## src/rtl/mpsoc_ahb3_mem_master.sv

```systemverilog
// mpsoc_ahb3_mem_master
// Bridges a single-outstanding native memory request port onto an AHB3-Lite
// master. Only SINGLE/NONSEQ transfers are issued. Misaligned requests are
// rejected locally without touching the bus. A stalled slave is abandoned
// after TIMEOUT consecutive HREADY-low cycles (TIMEOUT = 0 disables this).

module mpsoc_ahb3_mem_master #(
    parameter int PLEN    = 8,
    parameter int XLEN    = 32,
    parameter int TIMEOUT = 16
) (
    input  logic            HCLK,
    input  logic            HRESETn,

    input  logic            req_i,
    input  logic            we_i,
    input  logic [PLEN-1:0] addr_i,
    input  logic [2:0]      size_i,
    input  logic [XLEN-1:0] wdata_i,
    output logic            ack_o,
    output logic            err_o,
    output logic [XLEN-1:0] rdata_o,
    output logic            busy_o,

    output logic            HSEL,
    output logic [PLEN-1:0] HADDR,
    output logic [XLEN-1:0] HWDATA,
    output logic            HWRITE,
    output logic [2:0]      HSIZE,
    output logic [2:0]      HBURST,
    output logic [3:0]      HPROT,
    output logic [1:0]      HTRANS,
    output logic            HMASTLOCK,
    input  logic [XLEN-1:0] HRDATA,
    input  logic            HREADY,
    input  logic            HRESP
);

    localparam logic [1:0] ST_IDLE = 2'd0;
    localparam logic [1:0] ST_ADDR = 2'd1;
    localparam logic [1:0] ST_DATA = 2'd2;

    localparam logic [1:0] TRANS_IDLE   = 2'b00;
    localparam logic [1:0] TRANS_NONSEQ = 2'b10;

    // Counter wide enough to hold TIMEOUT itself; at least one bit.
    localparam int              TW     = (TIMEOUT > 1) ? $clog2(TIMEOUT + 1) : 1;
    localparam logic [TW-1:0]   TLIMIT = TW'(TIMEOUT);

    logic [1:0]      state;
    logic [XLEN-1:0] wdata_q;
    logic [TW-1:0]   tcnt;
    logic [TW-1:0]   tcnt_inc;
    logic            misaligned;
    logic            timeout_hit;

    assign HBURST    = 3'b000;
    assign HPROT     = 4'b0011;
    assign HMASTLOCK = 1'b0;

    assign tcnt_inc    = tcnt + TW'(1);
    assign timeout_hit = (TIMEOUT != 0) && !HREADY && (tcnt_inc == TLIMIT);

    // Decide whether the incoming request's address suits its transfer size.
    always_comb begin
        misaligned = 1'b0;
        case (size_i)
            3'd0:    misaligned = 1'b0;
            3'd1:    misaligned = addr_i[0];
            3'd2:    misaligned = addr_i[1] | addr_i[0];
            default: misaligned = 1'b1;
        endcase
    end

    // Transfer sequencer: request capture, address phase, data phase, abort.
    always_ff @(posedge HCLK or negedge HRESETn) begin
        if (!HRESETn) begin
            state   <= ST_IDLE;
            HTRANS  <= TRANS_IDLE;
            HSEL    <= 1'b0;
            HADDR   <= '0;
            HWDATA  <= '0;
            HWRITE  <= 1'b0;
            HSIZE   <= 3'd0;
            wdata_q <= '0;
            ack_o   <= 1'b0;
            err_o   <= 1'b0;
            rdata_o <= '0;
            busy_o  <= 1'b0;
            tcnt    <= '0;
        end else begin
            ack_o <= 1'b0;
            err_o <= 1'b0;
            case (state)
                ST_IDLE: begin
                    if (req_i) begin
                        if (misaligned) begin
                            err_o <= 1'b1;
                        end else begin
                            state   <= ST_ADDR;
                            busy_o  <= 1'b1;
                            HSEL    <= 1'b1;
                            HTRANS  <= TRANS_NONSEQ;
                            HADDR   <= addr_i;
                            HWRITE  <= we_i;
                            HSIZE   <= size_i;
                            wdata_q <= wdata_i;
                            tcnt    <= '0;
                        end
                    end
                end
                ST_ADDR: begin
                    if (HREADY) begin
                        state  <= ST_DATA;
                        HSEL   <= 1'b0;
                        HTRANS <= TRANS_IDLE;
                        HWDATA <= wdata_q;
                        tcnt   <= '0;
                    end else if (timeout_hit) begin
                        state  <= ST_IDLE;
                        busy_o <= 1'b0;
                        HSEL   <= 1'b0;
                        HTRANS <= TRANS_IDLE;
                        err_o  <= 1'b1;
                        tcnt   <= '0;
                    end else begin
                        tcnt <= tcnt_inc;
                    end
                end
                ST_DATA: begin
                    if (HREADY) begin
                        state  <= ST_IDLE;
                        busy_o <= 1'b0;
                        tcnt   <= '0;
                        if (HRESP) begin
                            err_o <= 1'b1;
                        end else begin
                            ack_o <= 1'b1;
                            if (!HWRITE) begin
                                rdata_o <= HRDATA;
                            end
                        end
                    end else if (timeout_hit) begin
                        state  <= ST_IDLE;
                        busy_o <= 1'b0;
                        err_o  <= 1'b1;
                        tcnt   <= '0;
                    end else begin
                        tcnt <= tcnt_inc;
                    end
                end
                default: begin
                    state  <= ST_IDLE;
                    busy_o <= 1'b0;
                    HSEL   <= 1'b0;
                    HTRANS <= TRANS_IDLE;
                    tcnt   <= '0;
                end
            endcase
        end
    end

endmodule

```

## config.mk

```make
export PLATFORM = sky130hd
export DESIGN_NAME = mpsoc_ahb3_mem_master
export DESIGN_NICKNAME = d
export VERILOG_FILES = /design/src/rtl/mpsoc_ahb3_mem_master.sv
export SDC_FILE = /design/constraint.sdc
export NUM_CORES = 1
export LEC_CHECK = 0
export ABC_CLOCK_PERIOD_IN_PS = 2400
export CAP_MARGIN = 20
export CORE_ASPECT_RATIO = 1.1
export CORE_MARGIN = 2
export CORE_UTILIZATION = 62
export DETAILED_ROUTE_END_ITERATION = 8
export DONT_BUFFER_PORTS = 1
export GPL_TIMING_DRIVEN = 0
export PLACE_DENSITY = 0.78
export SLEW_MARGIN = 5
export SYNTH_ARGS = -nofsm -noshare
export SYNTH_HDL_FRONTEND = slang
export SYNTH_SLANG_ARGS = --single-unit
```

## constraint.sdc

```tcl
create_clock -name HCLK -period 2.4 [get_ports HCLK]
set_clock_uncertainty 0.05 [all_clocks]
set_input_delay 0.12 -clock HCLK [delete_from_list [all_inputs] [get_ports HCLK]]
set_output_delay 0.12 -clock HCLK [all_outputs]
set_load 0.01 [all_outputs]
```

==> implementation parameters, run 1 <==
Parameter                              Value

Worst setup path
  WP data arrival    2.57 ns
  CP max stage delay    approximately 0.57 ns
  Critical Path, Cell by Cell    ha_1, nand3_1, o21ai_1, nand2_1, a31oi_1, dlygate4sd3_1
  Critical Setup Path Class    reg -> reg
  Largest delay contributor family on the critical path    buffers and inverters
  Crit path max fanout    7
  Required time reported for the critical path endpoint    2.79 ns
  Sort of element at the end of the critical path    flop
  Critical Path Source Type    flop
  Cell type of the slowest stage on the worst timing path    sky130_fd_sc_hd__dlygate4sd3_1
  WP buf/inv    1

STA
  Worst slew pin tran    0.585 ns
  Slew Limit Fails    0
  Period Utilization, post-route    0.909
  Worst hold slack across all endpoints    -0.735 ns
  Endpoints failing setup    0
  Sum Neg Setup Slack    0 ns
  Max-slew headroom at the worst pin    0.610
  Final worst setup slack    0.218 ns
  Hold Vio Cnt, Final    about 120
  Maximum clock frequency    458 MHz
  Setup repair after global routing missed its margin    false
  Min cycle time layout    2.18 ns

Die
  Chip Width    around 88 um
  Area of the core    between 7000 and 8000 um^2
  DIE AREA    8480 um^2
  Starting density of the core    0.643
  Chip Height    96.4 um
  Count of standard-cell rows    33
  Top-Level Pins    around 170

Yosys
  Fraction of registers with async set or reset after synthesis    1.00
  Sequential-to-total area share from yosys stat    0.619
  Avg Synthesized Cell Area    14.7 um^2
  Distinct cell type count of the synthesized netlist    32
  Count of flip-flops with a built-in enable after synthesis    0
  Top flip-flop cell by instance count after synthesis    sky130_fd_sc_hd__dfrtp_1
  Seq cells post-synth    119
  Yosys synthesis warning count    0
  Mapped Cells    ~330
  Post-Syn Area    4810 um^2

Power and ir drop
  PwrDens    1280 nW/um^2
  Total power after layout    0.00823 W
  Internal power    0.00574 W
  Switch Pwr    0.00249 W
  Share of power burned in the clock network    0.332
  Reg power frac    0.480
  Leakage dissipation    2.87 nW
  Switching part of the total power    0.303
  Max rail drop VDD    0.882 mV
  Combinational group share of total power    0.188

Clocking
  TritonCTS clock tree    done
  Level count of the clock H-tree    4
  Number of sinks on the clock net    between 100 and 150
  Clock Tree Root    sky130_fd_sc_hd__clkbuf_8
  Clock slew at reported path FFs    approximately 0.060 ns
  Clock tree buffer depth    2
  Worst skew pair latency    between 0.5 and 0.6 ns
  Number of setup buffers added after CTS    0
  # hold bufs at CTS    81
  Clock buffer count from CTS    17

Route
  DR vias/cell    5.44
  WL per Instance    between 15 and 20 um
  DRT Wirelength    ~11000 um
  Detailed-routing iteration count for the pre-antenna-repair pass    4
  DRT antenna net count    0
  Starting DRC count in detailed routing    118
  DRC violations left    0
  Via count    roughly 3000

Outcome
  Failing checks    hold timing
  Status    finished, violations left

Place
  Worst setup timing slack at the placement stage    0.144 ns
  Final Wtd Congestion    between 0.7 and 0.8
  Quantity of I/O buffers inserted on ports    0
  Post-DP HPWL    6300 um

Cells and area
  Share of cells above drive strength 1    0.348
  Number of antenna repair diodes    0
  FILL cells    329
  Area Growth Syn to Fin    33.6%
  Area taken by multi-input logic gates    1680 um^2
  Sequential Area    2980 um^2
  Post-layout net count    520

Global routing
  Initial antenna violation count    0
  Grt ovf    0
  Gr usage total    0.254
  Largest net degree at the start of global routing    120
  Wire length of the first global-routing pass    15900 um
  Vias in the first global route    3262

Flow run
  Maximum capacitance violations    0

Min path
  Class of the tightest hold or removal check    in -> async
cells by family after synthesis:
| family | Yosys count | share of synthesized area |
|---|---|---|
| muxes | 109 | 0.255 |
| AOI/OAI and AO/OA | 21 | 0.0265 |
| DFF | 119 | 0.619 |
| adders and majority gates | 6 | 0.0156 |
| other | 2 | 0.00156 |
| and+or+nand+nor | 40 | 0.0445 |
| buffers and inverters | 29 | 0.0375 |
synthesized netlist by cell type, types with 2 or more instances:
| cell type | number | area share |
|---|---|---|
| sky130_fd_sc_hd__nand3_1 | 7 | 0.0073 |
| sky130_fd_sc_hd__a211o_1 | 2 | 0.0036 |
| sky130_fd_sc_hd__o21ai_0 | 7 | 0.0073 |
| sky130_fd_sc_hd__buf_2 | 3 | 0.0031 |
| sky130_fd_sc_hd__o21ai_1 | 2 | 0.0021 |
| sky130_fd_sc_hd__a21oi_1 | 5 | 0.0052 |
| sky130_fd_sc_hd__buf_1 | 3 | 0.0023 |
| sky130_fd_sc_hd__nor2b_1 | 4 | 0.0052 |
| sky130_fd_sc_hd__dfrtp_1 | 119 | 0.62 |
| sky130_fd_sc_hd__buf_6 | 4 | 0.0094 |
| sky130_fd_sc_hd__nor2_1 | 11 | 0.0086 |
| sky130_fd_sc_hd__o31ai_1 | 2 | 0.0031 |
| sky130_fd_sc_hd__mux2_2 | 103 | 0.24 |
| sky130_fd_sc_hd__buf_4 | 10 | 0.016 |
| sky130_fd_sc_hd__nand2_1 | 8 | 0.0062 |
| sky130_fd_sc_hd__inv_1 | 8 | 0.0062 |
| sky130_fd_sc_hd__mux2_1 | 5 | 0.012 |
| sky130_fd_sc_hd__ha_1 | 6 | 0.016 |
| sky130_fd_sc_hd__nand2b_1 | 2 | 0.0026 |
| sky130_fd_sc_hd__nor4b_1 | 2 | 0.0036 |
| sky130_fd_sc_hd__conb_1 | 2 | 0.0016 |
final cells by class:
class,instances,share of cell area
inverter,8,0.00467
clock inverter,14,0.0350
buffer,21,0.0236
clock buffer,18,0.0650
multi-input combinational,185,0.262
tap,105,0.0204
sequential,119,0.463
timing repair buffer,81,0.126
timing repair:
| item | 4_1_cts | 5_1_grt |
|---|---|---|
| endpoints found under the setup margin | 0 | 31 |
| hold endpoints to repair | 205 | 119 |
| resized for setup | 0 | 3 |
worst paths after layout:
kind / from / endpoint / slack [ns] / cells past startpoint
max: tcnt[0] / err_o / 0.22 / 6
min: HRESETn / HTRANS[1] / -0.74 / 0
max reg2reg: tcnt[0] / err_o / 0.22 / 6
min reg2reg: wdata_q[29] / wdata_q[29] / 0.44 / 1
max in group asynchronous: HRESETn / HWDATA[8] / 2.88 / 0
min in group HCLK: req_i / tcnt[0] / 0.04 / 3
metal layers:
| metal | GRT usage | up-vias | share of wire |
|---|---|---|---|
| li1 | - | 1348 | - |
| met1 | 0.283 | 1476 | 0.37 |
| met2 | 0.432 | 150 | 0.50 |
| met3 | 0.112 | 22 | 0.11 |
| met4 | 0.0897 | 0 | 0.022 |
| met5 | 0 | - | 0 |
worst reg2reg max path: stages, from the launching register on:
cell and delay (ns):
sky130_fd_sc_hd__dfrtp_1 0.46, sky130_fd_sc_hd__ha_1 0.29, sky130_fd_sc_hd__nand3_1 0.10, sky130_fd_sc_hd__o21ai_1 0.40
sky130_fd_sc_hd__nand2_1 0.10, sky130_fd_sc_hd__a31oi_1 0.15, sky130_fd_sc_hd__dlygate4sd3_1 0.57
per-stage QoR:
stage / instances / utilization / cell area, um^2 / hold slack [ns]
after CTS: 551 / 0.859 / 6420 / -0.757
after global routing: 551 / 0.860 / 6430 / -0.762
after detailed placement: 438 / 0.664 / 4970 / -0.223
after global placement: 438 / 0.664 / 4970 / -0.222
final: 551 / 0.860 / 6430 / -0.735
after floorplan: 333 / - / 4830 / -0.226
state kept, by name, indices dropped and copies added, names as in the netlist:
register	flops
HADDR	8
HSIZE	3
HTRANS	1
HWDATA	32
HWRITE	1
ack_o	1
busy_o	1
err_o	1
rdata_o	32
state	2
tcnt	5
wdata_q	32
power groups by stage:
stage	Sequential (W)	Combinational (W)	Clock, W
5_1_grt	0.00408	0.00169	0.00286
2_1_floorplan	0.00371	0.00120	0
3_3_place_gp	0.00390	0.00130	0
6_report	0.00395	0.00154	0.00273
4_1_cts	0.00393	0.00152	0.00273
3_5_place_dp	0.00395	0.00139	0
cells in the final DEF, fill, tap and decap left out, drive strengths merged, types with 2 or more instances in the layout:
master         n
ha             6
nor4b          2
o21ai          9
a21oi          5
clkinv         5
nand3          7
clkinvlp       3
a211o          2
o31ai          2
bufinv         5
clkbuf        19
dfrtp        119
mux2         108
conb           9
inv            9
nand2          8
nor3           2
nor2          11
buf           20
nor2b          4
nand2b         2
dlygate4sd3   81
No activity file was read; power rests on OpenSTA's default activity.
==> run 2: changes to the inputs <==
--- a/config.mk
+++ b/config.mk
@@ -5,15 +5,15 @@
 export SDC_FILE = /design/constraint.sdc
 export NUM_CORES = 1
 export LEC_CHECK = 0
-export ABC_CLOCK_PERIOD_IN_PS = 2400
+export ABC_CLOCK_PERIOD_IN_PS = 1900
 export CAP_MARGIN = 20
 export CORE_ASPECT_RATIO = 1.1
 export CORE_MARGIN = 2
-export CORE_UTILIZATION = 62
+export CORE_UTILIZATION = 56
 export DETAILED_ROUTE_END_ITERATION = 8
 export DONT_BUFFER_PORTS = 1
 export GPL_TIMING_DRIVEN = 0
-export PLACE_DENSITY = 0.78
+export PLACE_DENSITY = 0.74
 export SLEW_MARGIN = 5
 export SYNTH_ARGS = -nofsm -noshare
 export SYNTH_HDL_FRONTEND = slang
==> constraint.sdc (replaced) <==
create_clock -name HCLK -period 1.9 [get_ports HCLK]
set_clock_uncertainty 0.05 [all_clocks]
set_input_delay 0.095 -clock HCLK [delete_from_list [all_inputs] [get_ports HCLK]]
set_output_delay 0.095 -clock HCLK [all_outputs]
set_load 0.01 [all_outputs]
==> implementation parameters, run 2 (same netlist as run 1, synthesis figures left out) <==
Parameter                              Value

Outcome
  Status    finished, violations left
  Failing checks    hold timing

Cells and area
  Number of antenna repair diodes    0 (unchanged)
  Largest registers    HWDATA x32, rdata_o x32, wdata_q x32
  Most common cell after layout, fill and taps aside    sky130_fd_sc_hd__dfrtp_1
  Commonest cells after routing, fill and taps aside    119 x sky130_fd_sc_hd__dfrtp_1, 103 x sky130_fd_sc_hd__mux2_2, 82 x sky130_fd_sc_hd__dlygate4sd3_1
  Share of cells above drive strength 1    0.389 (+0.0411)
  FILL cells    464 (+41%)
  Area Growth Syn to Fin    36.1%
  Final Cell Area    6550 um^2 (+1.8%)
  Fraction of the core area covered by cells at the end of the flow    0.782 (-0.0774)
  Post-layout net count    532 (+2.3%)

Worst setup path
  Required time reported for the critical path endpoint    2.22 ns (-0.57 ns)
  Critical Setup Path Class    reg -> reg
  WP data arrival    2.18 ns (-0.39 ns)
  Critical Path Source Type    flop
  Sort of element at the end of the critical path    flop
  Crit path max fanout    10 (+3)

Die
  Area of the core    8360 um^2 (+12%)
  Count of standard-cell rows    35 (+6.1%)
  Chip Width    92.4 um (+5.0%)
  Chip Height    101 um (+5.0%)
  Starting density of the core    0.575 (-0.0685)
  DIE AREA    9340 um^2 (+10%)
  Top-Level Pins    171 (unchanged)

Global routing
  Largest net degree at the start of global routing    120 (unchanged)
  Gr usage total    0.232 (-0.0218)
  Wire length of the first global-routing pass    16600 um (+4.2%)
  Vias in the first global route    3263 (+0.031%)
  Initial antenna violation count    0 (unchanged)
  Grt ovf    0 (unchanged)

STA
  Slew Limit Fails    0 (unchanged)
  Max-slew headroom at the worst pin    0.517 (-0.0934)
  Min cycle time layout    1.86 ns (-0.326 ns)
  Endpoints failing setup    0 (unchanged)
  Worst slew pin tran    0.715 ns (+0.130 ns)
  Period Utilization, post-route    0.977 (+0.0677)
  Maximum clock frequency    539 MHz (+18%)
  Hold Vio Cnt, Final    119 (unchanged)
  Worst hold slack across all endpoints    -0.756 ns (-0.0205 ns)
  Final worst setup slack    0.0436 ns (-0.174 ns)

Power and ir drop
  Max rail drop VDD    0.936 mV (+6.1%)
  Leakage dissipation    2.91 nW (+1.4%)
  PwrDens    1530 nW/um^2 (+20%)

Clocking
  TritonCTS clock tree    done
  Clock Tree Root    sky130_fd_sc_hd__clkbuf_8
  Clock slew at reported path FFs    0.06 ns (about the same)
  Clock buffer count from CTS    17 (unchanged)
  Worst skew pair latency    0.49 ns (-0.02 ns)
  Number of sinks on the clock net    119 (unchanged)
  Clock tree buffer depth    2 (unchanged)
  Level count of the clock H-tree    4 (unchanged)

Route
  WL per Instance    18.3 um (-4.3%)
  Starting DRC count in detailed routing    128 (+8.5%)
  Detailed-routing iteration count for the pre-antenna-repair pass    4 (unchanged)
  Via count    3049 (+1.8%)
  DRT Wirelength    10400 um (-1.2%)
  DR vias/cell    5.36 (-1.5%)
  DRT antenna net count    0 (unchanged)
  DRC violations left    0 (unchanged)

Place
  Quantity of I/O buffers inserted on ports    0 (unchanged)
  Worst setup timing slack at the placement stage    -0.354 ns (-0.498 ns)
  Post-DP HPWL    6300 um (about the same)
  Placed cell area    4970 um^2 (+0.18%)
  Final Wtd Congestion    0.800 (+0.54%)

Min path
  Class of the tightest hold or removal check    in -> async

Flow run
  Maximum capacitance violations    0 (unchanged)
==> run 2: changes by cell type in the layout (fill, tap and decap cells not counted), sizes merged <==
cell         previous run  this run
clkinv                  5         6
inv                     9         8
clkinvlp                3         5
clkbuf                 19        22
bufinv                  5         2
buf                    20        29
dlygate4sd3            81        82
==> run 2: through the flow <==
stage	TNS [ns]	total power [W]	hold slack [ns]	std cells
final	0	0.0100	-0.756	569
after CTS	0	0.00997	-0.782	565
after detailed placement	-25.13	0.00673	-0.248	444
after global routing	-0.0112	0.0106	-0.791	569
after global placement	-20.05	0.00657	-0.248	444
after floorplan	0	0.00621	-0.251	333
==> run 2: timing repair <==
| item | 4_1_cts | 5_1_grt |
|---|---|---|
| endpoints found under the setup margin | 110 | 99 |
| pin swaps | 2 | 4 |
| endpoints found under the hold margin | 205 | 127 |
| hold buffers | 82 | 1 |
| gates cloned | 0 | 0 |
| setup buffers | 7 | 4 |
| gates resized for setup | 15 | 12 |
==> run 2: worst max-delay path, stage by stage (launching register included) <==
cell	delay (ns)
sky130_fd_sc_hd__dfrtp_1	0.42
sky130_fd_sc_hd__inv_2	0.08
sky130_fd_sc_hd__buf_4	0.14
sky130_fd_sc_hd__ha_4	0.16
sky130_fd_sc_hd__nand2_1	0.21
sky130_fd_sc_hd__clkbuf_4	0.29
sky130_fd_sc_hd__mux2_2	0.36
==> run 2: path summary, 6_finish.rpt <==
path / slack, ns / start / cells after the start / to
setup / recovery: 0.04 / state[1] / 6 / HWDATA[8]
hold / removal: -0.76 / HRESETn / 0 / HWDATA[14]
setup reg to reg: 0.04 / state[1] / 6 / HWDATA[8]
hold reg to reg: 0.44 / wdata_q[28] / 1 / wdata_q[28]
max in group asynchronous: 2.41 / HRESETn / 0 / HADDR[1]
min in group HCLK: 0.11 / HREADY / 4 / rdata_o[16]
==> run 2: layer usage <==
layer | routed length (um) | global-route usage
met4 | 158 | 0.0999
met5 | 0 | 0
met2 | 5230 | 0.380
met3 | 1040 | 0.0967
met1 | 3960 | 0.273
==> run 2: layout make-up <==
class,instances,area (um^2),area share
Clock inverter,13,131,0.0201
Sequential cell,119,2980,0.455
Multi-Input combinational cell,185,1740,0.266
Tap cell,111,139,0.0212
Clock buffer,19,432,0.0660
Buffer,21,180,0.0275
Inverter,8,30.0,0.00459
Timing Repair Buffer,93,916,0.140
==> run 2: where the power goes <==
group          internal, W  switching, W
registers          0.00374       0.00120
clock network      0.00189       0.00110
logic              0.00137      0.000748
total              0.00700       0.00305
